--- config.mk ---
export PLATFORM = sky130hd
export DESIGN_NAME = door_lock
export DESIGN_NICKNAME = d
export VERILOG_FILES = /design/src/rtl/door_pkg.sv /design/src/rtl/door_code_cmp.sv /design/src/rtl/door_lock.sv
export SDC_FILE = /design/constraint.sdc
export NUM_CORES = 1
export LEC_CHECK = 0
export ABC_AREA = 1
export BUFFER_PORTS_ARGS = -buffer_cell sky130_fd_sc_hd__buf_2
export CORE_UTILIZATION = 30
export CTS_CLUSTER_SIZE = 30
export DETAILED_ROUTE_END_ITERATION = 8
export SLEW_MARGIN = 15
export SYNTH_ARGS = -nofsm -noshare
export SYNTH_HDL_FRONTEND = slang
export SYNTH_SLANG_ARGS = --single-unit
--- constraint.sdc ---
create_clock -name clk -period 3.27 [get_ports clk]
set_input_delay 0.1635 -clock clk [delete_from_list [all_inputs] [get_ports clk]]
set_output_delay 0.1635 -clock clk [all_outputs]
set_load 0.02 [all_outputs]
--- src/rtl/door_pkg.sv ---
// door_pkg: shared state type, display codes and digit helpers for the door lock
package door_pkg;
  typedef enum logic [1:0] {LOCKED, OPEN, ALARM} state_t;
  localparam logic [7:0] SEG_L     = 8'h38;
  localparam logic [7:0] SEG_OPEN  = 8'h3F;
  localparam logic [7:0] SEG_ALARM = 8'hF7;
  function automatic logic is_bcd(input logic [3:0] n);
    return n <= 4'd9;
  endfunction
endpackage

--- src/rtl/door_code_cmp.sv ---
// door_code_cmp: combinational check of four keyed digits against the stored password
module door_code_cmp
  import door_pkg::*;
#(
  parameter logic [15:0] PASSWORD = 16'h0247
) (
  input  logic [3:0] i_a,
  input  logic [3:0] i_b,
  input  logic [3:0] i_c,
  input  logic [3:0] i_d,
  output logic       o_match
);
  logic w_all_bcd;
  // a non-decimal digit never unlocks, even if its bits equal the password
  assign w_all_bcd = is_bcd(i_a) && is_bcd(i_b) && is_bcd(i_c) && is_bcd(i_d);
  assign o_match   = w_all_bcd && ({i_a, i_b, i_c, i_d} == PASSWORD);
endmodule

--- src/rtl/door_lock.sv ---
// door_lock: combination lock FSM (LOCKED/OPEN/ALARM) with registered seven-segment status
module door_lock
  import door_pkg::*;
#(
  parameter logic [15:0] PASSWORD    = 16'h0247,
  parameter int          OPEN_CYCLES = 16,
  parameter int          MAX_FAIL    = 3
) (
  input  logic       clk,
  input  logic       rst,
  input  logic       enter,
  input  logic [3:0] A,
  input  logic [3:0] B,
  input  logic [3:0] C,
  input  logic [3:0] D,
  output logic [7:0] S
);
  localparam int FW = $clog2(MAX_FAIL + 1);
  localparam int OW = (OPEN_CYCLES > 1) ? $clog2(OPEN_CYCLES) : 1;
  localparam logic [OW-1:0] OPEN_LOAD = OW'(OPEN_CYCLES - 1);
  localparam logic [FW-1:0] FAIL_LAST = FW'(MAX_FAIL - 1);
  localparam logic [FW-1:0] FAIL_SAT  = FW'(MAX_FAIL);
  state_t        r_state;
  logic [FW-1:0] r_fail;
  logic [OW-1:0] r_open;
  logic          w_match;
  door_code_cmp #(.PASSWORD(PASSWORD)) u_cmp (
    .i_a    (A),
    .i_b    (B),
    .i_c    (C),
    .i_d    (D),
    .o_match(w_match)
  );
  // state, counters and display code advance together so S always shows the post-edge state
  always_ff @(posedge clk or posedge rst) begin
    if (rst) begin
      r_state <= LOCKED;
      r_fail  <= '0;
      r_open  <= '0;
      S       <= SEG_L;
    end else begin
      case (r_state)
        LOCKED: begin
          if (enter && w_match) begin
            r_state <= OPEN;
            r_open  <= OPEN_LOAD;
            r_fail  <= '0;
            S       <= SEG_OPEN;
          end else if (enter && r_fail == FAIL_LAST) begin
            r_state <= ALARM;
            r_fail  <= FAIL_SAT;
            S       <= SEG_ALARM;
          end else if (enter) begin
            r_fail  <= r_fail + FW'(1);
          end
        end
        OPEN: begin
          if (enter && w_match) begin
            r_open  <= OPEN_LOAD;
          end else if (r_open == '0) begin
            r_state <= LOCKED;
            S       <= SEG_L;
          end else begin
            r_open  <= r_open - OW'(1);
          end
        end
        default: begin
          r_state <= ALARM;
          S       <= SEG_ALARM;
        end
      endcase
    end
  end
endmodule

# --- Word level (Yosys, flattened, before mapping) ---
# Index checks and enable logic that the tools add are counted.
word_totals:
  output_inout_bits: 8
  input_bits: 19
  ff_bits: 16
classes:
  eq_ne: 8
  n_reduce_logical: 13
  mux: 17
  order_cmp: 4
  add_sub_neg: 2
op_table:
  columns: ["cell", "n"]
  rows:
  - ["two-way mux 8 bit", 4]
  - ["equality test 16 x 10 -> 1 bit, second input constant", 1]
  - ["<= comparator 4 bit, second input constant", 4]
  - ["one-hot mux 8 bit (2 select lines)", 1]
  - ["two-way mux 2 bit", 7]
  - ["two-way mux 4 bit", 3]
  - ["one-hot mux 4 bit (2 select lines)", 1]
  - ["logical AND 1 bit", 6]
  - ["inequality test 2 bit, second input constant", 3]
  - ["inequality test 3 bit, second input constant", 2]
  - ["AND reduction 3 bit", 2]
  - ["zero test 4 bit", 1]
  - ["one-hot mux 2 bit (2 select lines)", 1]
  - ["subtractor 4 x 1 -> 4 bit, second input constant", 1]
  - ["nonzero test 3 bit", 1]
  - ["adder 2 x 1 -> 2 bit, second input constant", 1]
  - ["equality test 2 x 1 -> 1 bit, second input constant", 1]
  - ["equality test 2 bit, second input constant", 1]
  - ["zero test 2 bit", 1]
  - ["AND reduction 2 bit", 1]
  - ["nonzero test 2 bit", 1]

# --- Logic depth before layout (Yosys ltp) ---
depth:
  word_depth: 8
  mapped_depth: 9
  ltp_nobuf: 9

# --- Cells and area by module ---
# Synthesis repeated with hierarchy kept, for this count alone.
unflattened:
  cells_unflattened: 100
  area_unflattened_um2: 737.0
by_module_without_submodules:
  columns: ["module", "n_inst", "cells_each", "area_each_um2", "seq_area_each_um2"]
  rows:
  - ["door_lock", 1, 74, 639.4, 251.5]
  - ["door_code_cmp", 1, 26, 97.6, 0.0]

# --- Worst setup path before layout ---
# OpenSTA, ideal clock, no wires.
synth_path:
  path_kind: "reg2reg"
  startpoint: "register r_open[0]"
  endpoint: "register r_open[2]"
  setup_slack_ns: 2.030
  t_arrival_ns: 1.115
  n_path_buf: 0
  required_ns: 3.145
  path_stages_with_launch: 10
  synth_period_minus_slack_ns: 1.240
  path_cell_list: "dfrtp_1 > inv_1 > ha_1 > inv_1 > nor2_1 > a21oi_1 > inv_1 > o21ai_4 > nand2_1 > o21ai_1"
synth_via:
  elab_chain_len: 4
  word_cells_on_any_way: 7
  classes_between: "1 x add/sub; 1 x eq/ne; 3 x mux; 2 x reduce/logical"
synth_rtl:
  columns: ["element", "line", "text"]
  rows:
  - ["start, declared", "door_lock.sv:25", "logic [OW-1:0] r_open;"]
  - ["start signal, assigned", "door_lock.sv:64", "r_open <= r_open - OW'(1);"]
  - ["subtractor 4 x 1 -> 4 bit", "door_lock.sv:64", null]
  - ["two-way mux 4 bit", "door_lock.sv:60", "end else if (r_open == '0) begin"]
  - ["two-way mux 4 bit", "door_lock.sv:58", "if (enter && w_match) begin"]
  - ["one-hot mux 4 bit (2 select lines)", "door_lock.sv:42", "case (r_state)"]
# Several ways; a longest one is shown, not always the timed one. The select of a mux whose other input is x is not followed.
# A chain may end at the register's enable or synchronous reset.

# --- Final worst setup path ---
layout_path:
  startpoint: "register r_open[0]"
  endpoint: "register r_open[3]"
# Same word-level chain as after synthesis.

==> results.toml <==
[critical_path]
cp_max_fo = 9
crit_top_cell = "inv_1"
end_kind = "flip-flop"
required_ns = 3.41
critical_path_class = "reg2reg"
timing.rr.start = "r_open[0]$_DFFE_PP0P_"
reg2reg_to = "r_open[3]$_DFFE_PP0P_"
r2r_cells = 9
slowest_delay_ns = 0.38
crit_path_top_delay_cell = "dfrtp_1"
critPathArrivalTime_ns = 1.58
crit_family = "flip-flops"
crit_path_start_kind = "flip-flop"
critPathBufInv = 3
rrSetupSlack_ns = 1.83
path_cells = "inv_1, ha_1, inv_1, nor2_1, a21oi_1, inv_1, o21ai_4, nand2_1, o21ai_1"

[synth]
synth_top_area_frac = 0.3396
synthTopCellsByCount = "nand2_1, inv_1, nor2_1"
syn_inst = 87
syn_avg_cell_area_um2 = 7.622
synthFlopType = "dfrtp_1"
ys_ff_latch = 10
synth.area.top_cells = "dfrtp_1, nand2_1, inv_1, buf_4, nor2_1"
syn_area_um2 = 663.1
ys_types = 20
yosysSeqAreaShare = 0.3792
yosysTopAreaCell = "dfrtp_1"
synth_edf_count = 0
synth-async-reset-ratio = 1.000
yosysWarnings = 0
yosysMostFrequentCell = "nand2_1"

[clocking]
cts_max_path_buffers = 2
numClockSinks = 10
cts_buffers = 3
cts_htree_levels = 1
clk_latency_ns = 0.26
root_buffer = "clkbuf_4"
cts_tree = "yes"
post-cts-setup-buffer-count = 0
path_clk_slew_ns = 0.07

[sta]
rsz0062_at_grt = "false"
skew_ns = 0.009436
drv_slew = 0
tns_ns = 0
max_freq_mhz = 692.9
post-route-period-util = 0.4414
period_needed_ns = 1.443
setup_viol = 0
hold_viol = 0

[floorplanning]
die_area_mm2 = 0.002402
io_pins = 27
initial_core_util = 0.3280
fp.dieW_um = 49.02
core_mm2 = 0.002022
fp-row-count = 16
die_y_um = 49.02

[global_route]
grt_start_max_net_pins = 11
track_usage = 0.1161
antenna_found_initial = 0
grt_pass1_wl_mm = 2.180
grt_pass1_vias = 553
overflow = 0

[detailed_routing]
vias_per_cell = 4.341
wl_mm = 1.179
via_count = 599
drc_errors = 0
wire_per_inst_um = 8.543
drtIter0Drc = 3
drtAntennaViolNets = 0
drt_pass1_iterations = 4

[place]
dpl.hpwl_um = 981.2
placed_cell_area_um2 = 775.7
gp_congestion = 0.8650
port_buffers = 24

[flow_run]
drv_cap = 0

[final_layout]
finish.instance_area_um2 = 812.0
area_growth_pct = 22.45
antenna_cells = 0
drive_gt1_frac = 0.3153
final_nets = 133

[pwr]
p_per_area_mw_per_mm2 = 550.8
leakage_nw = 0.3863
max-vdd-ir-drop_mv = 0.1718

[min_path]
hold_class = "in2reg"
hold_path_end = "r_state[0]$_DFFE_PP0P_"
hold_depth = 3
min_from = "enter"

[outcome]
run_status = "completed"
logic make-up after synthesis:
family / after synthesis / share of synthesized area
AOI/OAI and AO/OA: 8 / 0.08113
xor gates and xnor gates: 1 / 0.01321
adders and majority gates: 2 / 0.03773
buffers and inverters: 21 / 0.1528
DFF: 10 / 0.3793
other: 1 / 0.005655
and+or+nand+nor: 44 / 0.3302
power breakdown:
part / switching (mW) / internal [mW] / total (mW) / leakage (nW)
registers: 0.0236 / 0.167 / 0.191 / 0.115
clock network: 0.0411 / 0.0470 / 0.0882 / 0.0150
logic: 0.0983 / 0.0702 / 0.169 / 0.256
total: 0.163 / 0.284 / 0.447 / 0.386
timing repair:
action | 4_1_cts | 5_1_grt
endpoints found under the hold margin | 9 | 0
hold buffers | 1 | 0
gates resized for setup | 0 | 0
area by class of cell:
type / instances / area [µm²]
Fill cell: 212 / 1210
Multi-Input combinational cell: 57 / 314.1
Sequential cell: 10 / 251.5
Timing Repair Buffer: 25 / 130.1
Inverter: 15 / 56.30
Tap cell: 27 / 33.78
Clock buffer: 4 / 26.28
state kept, by name, summed over array words and instances, names as in the netlist:
signal and flops:
S 3, r_fail 2, r_open 4, r_state 1
layout by cell type (no fill, tap or decap):
cell	count
nor3b_1	1
clkbuf_4	3
dfstp_2	1
o22ai_1	2
o21ai_1	4
o21ai_4	1
nand2_1	16
nand4_1	3
nor2_2	2
dlygate4sd3_1	1
inv_1	14
clkbuf_1	1
ha_1	2
conb_1	2
a21oi_1	1
nand3_1	7
xor2_1	1
nor2_4	2
dfrtp_1	9
inv_2	1
buf_2	24
nand3_4	1
nor2_1	12
how the worst max path moves through the flow:
stage | from | end | slack (ns) | cells past startpoint
after floorplan | r_open[0]$_DFFE_PP0P_ | r_open[2]$_DFFE_PP0P_ | 2.03 | 9
after global placement | r_open[0]$_DFFE_PP0P_ | r_open[3]$_DFFE_PP0P_ | 1.90 | 9
after detailed placement | r_open[0]$_DFFE_PP0P_ | r_open[3]$_DFFE_PP0P_ | 1.87 | 9
after CTS | r_open[0]$_DFFE_PP0P_ | r_open[3]$_DFFE_PP0P_ | 1.85 | 9
after global routing | r_open[0]$_DFFE_PP0P_ | r_open[2]$_DFFE_PP0P_ | 1.73 | 9
final | r_open[0]$_DFFE_PP0P_ | r_open[3]$_DFFE_PP0P_ | 1.83 | 9
routing by layer:
layer  vias up  GRT usage  wire, µm
li1        315          -         -
met1       269     0.1296       517
met2        13     0.2106       608
met3         2    0.02804        40
met4         0    0.04412        13
met5         -          0         0
tightest hold or removal path, stage by stage:
cell and delay [ns]:
buf_2 0.13, nand3_4 0.13, o21ai_4 0.09
metrics by stage:
stage               setup slack (ns)  hold slack [ns]  utilization  total power [mW]  instances
CTS                            1.848           0.3020       0.4016            0.4537        138
global route                   1.731           0.3279       0.4016            0.4869        138
finish                         1.827           0.3103       0.4016            0.4472        138
floorplan                      2.030         0.002963            -            0.3252         88
global placement               1.904           0.1616       0.3837            0.3565        133
detailed placement             1.869           0.1720       0.3837            0.3609        133
Note: power is estimated with default switching activity, not from simulation.
